--- config.mk ---
export PLATFORM = sky130hd
export DESIGN_NAME = aes_iter_enc
export DESIGN_NICKNAME = d
export VERILOG_FILES = /design/src/rtl/aes_pkg.sv /design/src/rtl/aes_round_comb.sv /design/src/rtl/aes_iter_enc.sv
export SDC_FILE = /design/constraint.sdc
export NUM_CORES = 2
export LEC_CHECK = 0
export CAP_MARGIN = 20
export CORE_ASPECT_RATIO = 1.2
export CORE_MARGIN = 3
export CORE_UTILIZATION = 25
export CTS_CLUSTER_SIZE = 14
export DETAILED_ROUTE_END_ITERATION = 12
export SETUP_SLACK_MARGIN = 0.1
export SKIP_CTS_REPAIR_TIMING = 1
export SYNTH_ARGS = -nofsm -noshare
export SYNTH_HDL_FRONTEND = slang
export SYNTH_SLANG_ARGS = --single-unit
--- constraint.sdc ---
create_clock -name clk -period 6 [get_ports clk]
set_clock_uncertainty 0.2 [all_clocks]
set_input_delay 1.5 -clock clk [delete_from_list [all_inputs] [get_ports clk]]
set_output_delay 1.5 -clock clk [all_outputs]
set_load 0.02 [all_outputs]
--- src/rtl/aes_pkg.sv ---
// Shared AES types and GF(2^8) helpers for the iterative encryption core.
package aes_pkg;

    typedef enum logic [1:0] {
        IDLE  = 2'd0,
        ROUND = 2'd1,
        DONE  = 2'd2
    } fsm_t;

    localparam logic [7:0] RCON_INIT = 8'h01;

    localparam logic [7:0] SBOX [256] = '{
        8'h63, 8'h7c, 8'h77, 8'h7b, 8'hf2, 8'h6b, 8'h6f, 8'hc5, 8'h30, 8'h01, 8'h67, 8'h2b, 8'hfe, 8'hd7, 8'hab, 8'h76,
        8'hca, 8'h82, 8'hc9, 8'h7d, 8'hfa, 8'h59, 8'h47, 8'hf0, 8'had, 8'hd4, 8'ha2, 8'haf, 8'h9c, 8'ha4, 8'h72, 8'hc0,
        8'hb7, 8'hfd, 8'h93, 8'h26, 8'h36, 8'h3f, 8'hf7, 8'hcc, 8'h34, 8'ha5, 8'he5, 8'hf1, 8'h71, 8'hd8, 8'h31, 8'h15,
        8'h04, 8'hc7, 8'h23, 8'hc3, 8'h18, 8'h96, 8'h05, 8'h9a, 8'h07, 8'h12, 8'h80, 8'he2, 8'heb, 8'h27, 8'hb2, 8'h75,
        8'h09, 8'h83, 8'h2c, 8'h1a, 8'h1b, 8'h6e, 8'h5a, 8'ha0, 8'h52, 8'h3b, 8'hd6, 8'hb3, 8'h29, 8'he3, 8'h2f, 8'h84,
        8'h53, 8'hd1, 8'h00, 8'hed, 8'h20, 8'hfc, 8'hb1, 8'h5b, 8'h6a, 8'hcb, 8'hbe, 8'h39, 8'h4a, 8'h4c, 8'h58, 8'hcf,
        8'hd0, 8'hef, 8'haa, 8'hfb, 8'h43, 8'h4d, 8'h33, 8'h85, 8'h45, 8'hf9, 8'h02, 8'h7f, 8'h50, 8'h3c, 8'h9f, 8'ha8,
        8'h51, 8'ha3, 8'h40, 8'h8f, 8'h92, 8'h9d, 8'h38, 8'hf5, 8'hbc, 8'hb6, 8'hda, 8'h21, 8'h10, 8'hff, 8'hf3, 8'hd2,
        8'hcd, 8'h0c, 8'h13, 8'hec, 8'h5f, 8'h97, 8'h44, 8'h17, 8'hc4, 8'ha7, 8'h7e, 8'h3d, 8'h64, 8'h5d, 8'h19, 8'h73,
        8'h60, 8'h81, 8'h4f, 8'hdc, 8'h22, 8'h2a, 8'h90, 8'h88, 8'h46, 8'hee, 8'hb8, 8'h14, 8'hde, 8'h5e, 8'h0b, 8'hdb,
        8'he0, 8'h32, 8'h3a, 8'h0a, 8'h49, 8'h06, 8'h24, 8'h5c, 8'hc2, 8'hd3, 8'hac, 8'h62, 8'h91, 8'h95, 8'he4, 8'h79,
        8'he7, 8'hc8, 8'h37, 8'h6d, 8'h8d, 8'hd5, 8'h4e, 8'ha9, 8'h6c, 8'h56, 8'hf4, 8'hea, 8'h65, 8'h7a, 8'hae, 8'h08,
        8'hba, 8'h78, 8'h25, 8'h2e, 8'h1c, 8'ha6, 8'hb4, 8'hc6, 8'he8, 8'hdd, 8'h74, 8'h1f, 8'h4b, 8'hbd, 8'h8b, 8'h8a,
        8'h70, 8'h3e, 8'hb5, 8'h66, 8'h48, 8'h03, 8'hf6, 8'h0e, 8'h61, 8'h35, 8'h57, 8'hb9, 8'h86, 8'hc1, 8'h1d, 8'h9e,
        8'he1, 8'hf8, 8'h98, 8'h11, 8'h69, 8'hd9, 8'h8e, 8'h94, 8'h9b, 8'h1e, 8'h87, 8'he9, 8'hce, 8'h55, 8'h28, 8'hdf,
        8'h8c, 8'ha1, 8'h89, 8'h0d, 8'hbf, 8'he6, 8'h42, 8'h68, 8'h41, 8'h99, 8'h2d, 8'h0f, 8'hb0, 8'h54, 8'hbb, 8'h16
    };

    function automatic logic [7:0] sbox(input logic [7:0] b);
        return SBOX[b];
    endfunction

    function automatic logic [31:0] subword(input logic [31:0] w);
        return {sbox(w[31:24]), sbox(w[23:16]), sbox(w[15:8]), sbox(w[7:0])};
    endfunction

    function automatic logic [7:0] xtime(input logic [7:0] b);
        return {b[6:0], 1'b0} ^ (b[7] ? 8'h1b : 8'h00);
    endfunction

    function automatic logic [7:0] gmul2(input logic [7:0] b);
        return xtime(b);
    endfunction

    function automatic logic [7:0] gmul3(input logic [7:0] b);
        return xtime(b) ^ b;
    endfunction

    function automatic int nr_of(input int key_bits);
        return (key_bits == 256) ? 14 : 10;
    endfunction

endpackage

--- src/rtl/aes_round_comb.sv ---
// One combinational AES round: SubBytes, ShiftRows, optional MixColumns, AddRoundKey.
module aes_round_comb
    import aes_pkg::*;
(
    input  logic [127:0] din,
    input  logic [127:0] rkey,
    input  logic         is_final,
    output logic [127:0] dout
);

    logic [7:0] sb [16];
    logic [7:0] sr [16];
    logic [7:0] mc [16];

    // Byte i sits at bits [127-8i -: 8]; column c holds bytes 4c..4c+3.
    for (genvar i = 0; i < 16; i++) begin : g_sbox
        assign sb[i] = sbox(din[127-8*i -: 8]);
    end

    for (genvar c = 0; c < 4; c++) begin : g_col
        for (genvar r = 0; r < 4; r++) begin : g_row
            assign sr[4*c+r] = sb[4*((c+r)%4)+r];
        end
        assign mc[4*c]   = gmul2(sr[4*c]) ^ gmul3(sr[4*c+1]) ^ sr[4*c+2] ^ sr[4*c+3];
        assign mc[4*c+1] = sr[4*c] ^ gmul2(sr[4*c+1]) ^ gmul3(sr[4*c+2]) ^ sr[4*c+3];
        assign mc[4*c+2] = sr[4*c] ^ sr[4*c+1] ^ gmul2(sr[4*c+2]) ^ gmul3(sr[4*c+3]);
        assign mc[4*c+3] = gmul3(sr[4*c]) ^ sr[4*c+1] ^ sr[4*c+2] ^ gmul2(sr[4*c+3]);
    end

    for (genvar i = 0; i < 16; i++) begin : g_ark
        assign dout[127-8*i -: 8] = (is_final ? sr[i] : mc[i]) ^ rkey[127-8*i -: 8];
    end

endmodule

--- src/rtl/aes_iter_enc.sv ---
// Iterative AES-128/256 encryptor: one round per clock, on-the-fly key expansion.
//   state | meaning
//   IDLE  | waiting for a block, in_ready high
//   ROUND | executing rounds 1..NR, one per edge
//   DONE  | ciphertext held until out_ready
module aes_iter_enc
    import aes_pkg::*;
#(
    parameter int KEY_BITS = 128
) (
    input  logic                clk,
    input  logic                rst_n,
    input  logic                in_valid,
    output logic                in_ready,
    input  logic [127:0]        state_in,
    input  logic [KEY_BITS-1:0] key_in,
    output logic                out_valid,
    input  logic                out_ready,
    output logic [127:0]        out,
    output logic                busy
);

    localparam int NR = nr_of(KEY_BITS);
    localparam logic [3:0] NR_L = 4'(NR);

    if (KEY_BITS != 128 && KEY_BITS != 256) begin : g_bad_key
        $error("aes_iter_enc: KEY_BITS must be 128 or 256");
    end

    fsm_t                state, nstate;
    logic [3:0]          rcnt;
    logic [7:0]          rcon;
    logic [127:0]        sreg;
    logic [KEY_BITS-1:0] kwin, kwin_nxt;
    logic [127:0]        rkey, rk_new, rnext, prev;
    logic [31:0]         tsrc, tword, w0, w1, w2, w3;
    logic                rot_step, accept, last;

    assign accept = in_valid && in_ready;
    assign last   = (state == ROUND) && (rcnt == NR_L);

    // Expansion step: next four words from the oldest 128 bits of the window.
    assign tsrc   = kwin[31:0];
    assign tword  = rot_step ? (subword({tsrc[23:0], tsrc[31:24]}) ^ {rcon, 24'h0})
                             : subword(tsrc);
    assign prev   = kwin[KEY_BITS-1 -: 128];
    assign w0     = prev[127:96] ^ tword;
    assign w1     = prev[95:64]  ^ w0;
    assign w2     = prev[63:32]  ^ w1;
    assign w3     = prev[31:0]   ^ w2;
    assign rk_new = {w0, w1, w2, w3};

    // AES-256 window holds {rk[r-1], rk[r]}; AES-128 window holds rk[r-1].
    if (KEY_BITS == 256) begin : g_k256
        assign rkey     = kwin[127:0];
        assign kwin_nxt = {kwin[127:0], rk_new};
        assign rot_step = rcnt[0];
    end else begin : g_k128
        assign rkey     = rk_new;
        assign kwin_nxt = rk_new;
        assign rot_step = 1'b1;
    end

    aes_round_comb u_round (
        .din      (sreg),
        .rkey     (rkey),
        .is_final (rcnt == NR_L),
        .dout     (rnext)
    );

    always_ff @(posedge clk or negedge rst_n) begin
        if (!rst_n) state <= IDLE;
        else        state <= nstate;
    end

    always_comb begin
        nstate = state;
        case (state)
            IDLE:    if (in_valid)  nstate = ROUND;
            ROUND:   if (last)      nstate = DONE;
            DONE:    if (out_ready) nstate = IDLE;
            default:                nstate = IDLE;
        endcase
    end

    always_comb begin
        in_ready = (state == IDLE);
        busy     = (state == ROUND);
    end

    always_ff @(posedge clk or negedge rst_n) begin
        if (!rst_n) begin
            sreg      <= '0;
            kwin      <= '0;
            rcnt      <= '0;
            rcon      <= '0;
            out       <= '0;
            out_valid <= 1'b0;
        end else if (accept) begin
            sreg <= state_in ^ key_in[KEY_BITS-1 -: 128];
            kwin <= key_in;
            rcnt <= 4'd1;
            rcon <= RCON_INIT;
        end else if (state == ROUND) begin
            sreg <= rnext;
            kwin <= kwin_nxt;
            rcnt <= rcnt + 4'd1;
            if (rot_step) rcon <= xtime(rcon);
            if (last) begin
                out       <= rnext;
                out_valid <= 1'b1;
            end
        end else if (state == DONE && out_ready) begin
            out_valid <= 1'b0;
        end
    end

endmodule

==> flow_summary.ini <==
[run_status]
outcome = finished, final reports clean

[detailed_routing]
drc = 0
wire_per_inst_um = 33.6
firstDrtPassIters = 11
via_per_inst = 6.56
drt_iter0_drc = 22300
antenna_left = 0
via_count = 118000
wl_mm = 605

[timing]
finalHoldViolations = 0
slew_viol_final = 0
setup_viol = 0
setup_tns_ns = 0
fmax_ghz = 0.168
max_slew_margin_pct = 14.6
min_period_over_period_pct = 99.0
worst-slew-pin-transition_ns = 1.28
period_needed_ns = 5.94
rsz0062_at_grt = false

[logic_synthesis]
synthXorXnorAreaFrac_pct = 10.2
synth_mux_area_share_pct = 9.99
synthAdderAreaFrac_pct = 3.61
synth_cell_types = 129
syn_inst = 13200
synth_edf_count = 0
yosysTopAreaCellShare_pct = 10.4
synth_nets = 13800
synth_top_family_by_area = compound AO/OA/AOI/OAI gates
ys.flop_type = dfrtp_1
seq_area_frac_synth_pct = 10.4
async_flop_share_pct = 100
syn_avg_cell_area_um2 = 7.27
synth-compound-area-share_pct = 34.1
synth_top_cell_by_area = dfrtp_1
synth_seq_cells = 399
yosys-top-cells-area = dfrtp_1, mux4_2, o21ai_0
ys_warn_count = 0
yosys.area_share.simple_pct = 23.4
syn-cell-area_mm2 = 0.0962

[floorplan]
die_w_um = 572
ioPinCount = 391
die-area_mm2 = 0.392
floorplan.rows = 248
coreArea_mm2 = 0.382
chipHeight_um = 686
initial_core_util_pct = 25.2

[placed_design]
io_buffers = 390
dp_cells = 17900
gp_congestion = 1.09
dp_hpwl_mm = 451
place_area_mm2 = 0.106

[critical_path]
path_cells = inv_1 > buf_4 > ha_1 > nor2b_1 > buf_4 > o311ai_0 > o2111ai_1 > a31oi_1 > a211oi_2 > xnor3_1 > xor2_1 > o21ai_0 > buf_4 > xor2_1 > buf_4 > o21ai_0
start_kind = flip-flop
critPathMaxStageDelay_ns = 0.72
cpLargestDelayFamily = compound AO/OA/AOI/OAI gates
worstSetupPathType = reg -> reg
cp-end-kind = flip-flop
cp_num_buf_inv = 5
ff2ff_setup_slack_ns = 0.06
cp_slowest_cell = nor2b_1
cp.arrival_ns = 6.37
worst-path-max-fanout = 11
crit_top_cell = buf_4
worstPathRequired_ns = 6.43

[grt]
grt_pass1_vias = 108000
grt_use_total_pct = 29.2
grt_max_degree = 142
antenna_found_initial = 48
grt_pass1_wl_mm = 847
overflow = 0

[clocking]
cts.sinks = 399
clk_latency_ns = 0.78
clockRootBuffer = clkbuf_16
cts_tree = done
clock_path_buffers = 3
numCtsBuffers = 58
h-tree-depth = 2
path_clk_slew_ns = 0.07

[finish]
final_common_cell = nand2_1
drive_gt1_share_pct = 13.4
area_growth_pct = 12.6
fin_area_mm2 = 0.108
nets = 13500
fill_cells = 41800
stdcell_count = 18000
final_cell_mix = nand2_1, o21ai_0, a21oi_1, nor2_1, buf_4

[min_path]
min_path_type = reg -> reg

[flow_run]
maxCapViolCount = 0
-- tightest hold or removal path: stages, from the launching register on --
cell and delay [ns]:
dfrtp_1 0.34, nand2_1 0.05, o21ai_0 0.06
-- final cells by class --
| type | instances | area (µm²) | share of cell area [%] |
|---|---|---|---|
| timing repair buffer | 1215 | 10700 | 9.85 |
| multi-input combinational | 11000 | 78300 | 72.3 |
| clock buffer | 72 | 1580 | 1.46 |
| clock inverter | 38 | 417 | 0.385 |
| antenna | 20 | 50.0 | 0.0462 |
| sequential | 399 | 10100 | 9.34 |
| inverter | 247 | 935 | 0.863 |
| tap | 5000 | 6260 | 5.77 |
-- cells by family after synthesis --
group	count (synthesis)
AOI/OAI and AO/OA	4783
and+or+nand+nor	4507
buffers and inverters	1805
xor gates and xnor gates	914
muxes	548
DFF	399
adders and majority gates	278
-- sequential cells by signal (all words and copies together) (netlist names) --
name       flops
state          2
out          128
sreg         128
rcon           8
rcnt           4
out_valid      1
kwin         128
-- synthesized netlist by cell type (57+ instances only) --
master,count
o311a_1,61
nor2_1,886
nor2b_1,367
and3_1,68
a311oi_1,196
o221ai_1,85
nand2_1,1170
xnor3_1,80
a221o_1,127
or3_1,83
nor3b_1,114
xor2_1,335
a221oi_1,109
o21a_1,69
ha_1,278
mux2_2,66
o21ai_0,1077
o2111ai_1,62
nor3_1,423
a2111oi_0,83
xnor2_1,436
nand3_1,407
a21o_1,87
o311ai_0,179
o22ai_1,74
clkbuf_1,815
nand2b_1,461
or2_2,117
and2_1,126
a31oi_1,254
a22oi_1,103
a21oi_1,996
a211o_1,73
mux4_2,317
o211ai_1,207
buf_1,107
inv_1,192
buf_4,74
nand3b_1,57
o31ai_1,143
buf_2,511
mux2i_1,156
dfrtp_1,399
a211oi_1,226
-- layer usage --
layer | wire length [µm] | up-vias | global-route usage (%)
met4 | 60300 | 28 | 22.1
met3 | 77400 | 2508 | 8.92
met2 | 253000 | 9888 | 43.4
met5 | 227 | - | 0
met1 | 215000 | 56600 | 35.1
li1 | - | 49200 | -
-- stage by stage --
stage / worst slack (ns) / util (%) / hold WS [ns]
after CTS: 0.165 / 28.3 / 0.282
after detailed placement: 0.217 / 27.8 / 0.267
after global routing: 0.137 / 28.4 / 0.301
after global placement: 0.133 / 27.8 / 0.262
final: 0.0571 / 28.4 / 0.277
after floorplan: 0.995 / - / 0.257
-- final timing paths --
kind | startpoint | end | cells past startpoint
min reg2reg | out[20]$_DFFE_PN0P_ | out[20]$_DFFE_PN0P_ | 2
min in group asynchronous | rst_n | sreg[56]$_DFFE_PN0P_ | 1
max reg2reg | sreg[1]$_DFFE_PN0P_ | out[106]$_DFFE_PN0P_ | 16
max in group asynchronous | rst_n | sreg[74]$_DFFE_PN0P_ | 2
max | sreg[1]$_DFFE_PN0P_ | out[106]$_DFFE_PN0P_ | 16
min | out[20]$_DFFE_PN0P_ | out[20]$_DFFE_PN0P_ | 2
Power is not shown: default switching activity piles up to over one toggle a cycle in this logic, so the estimate is an artifact.
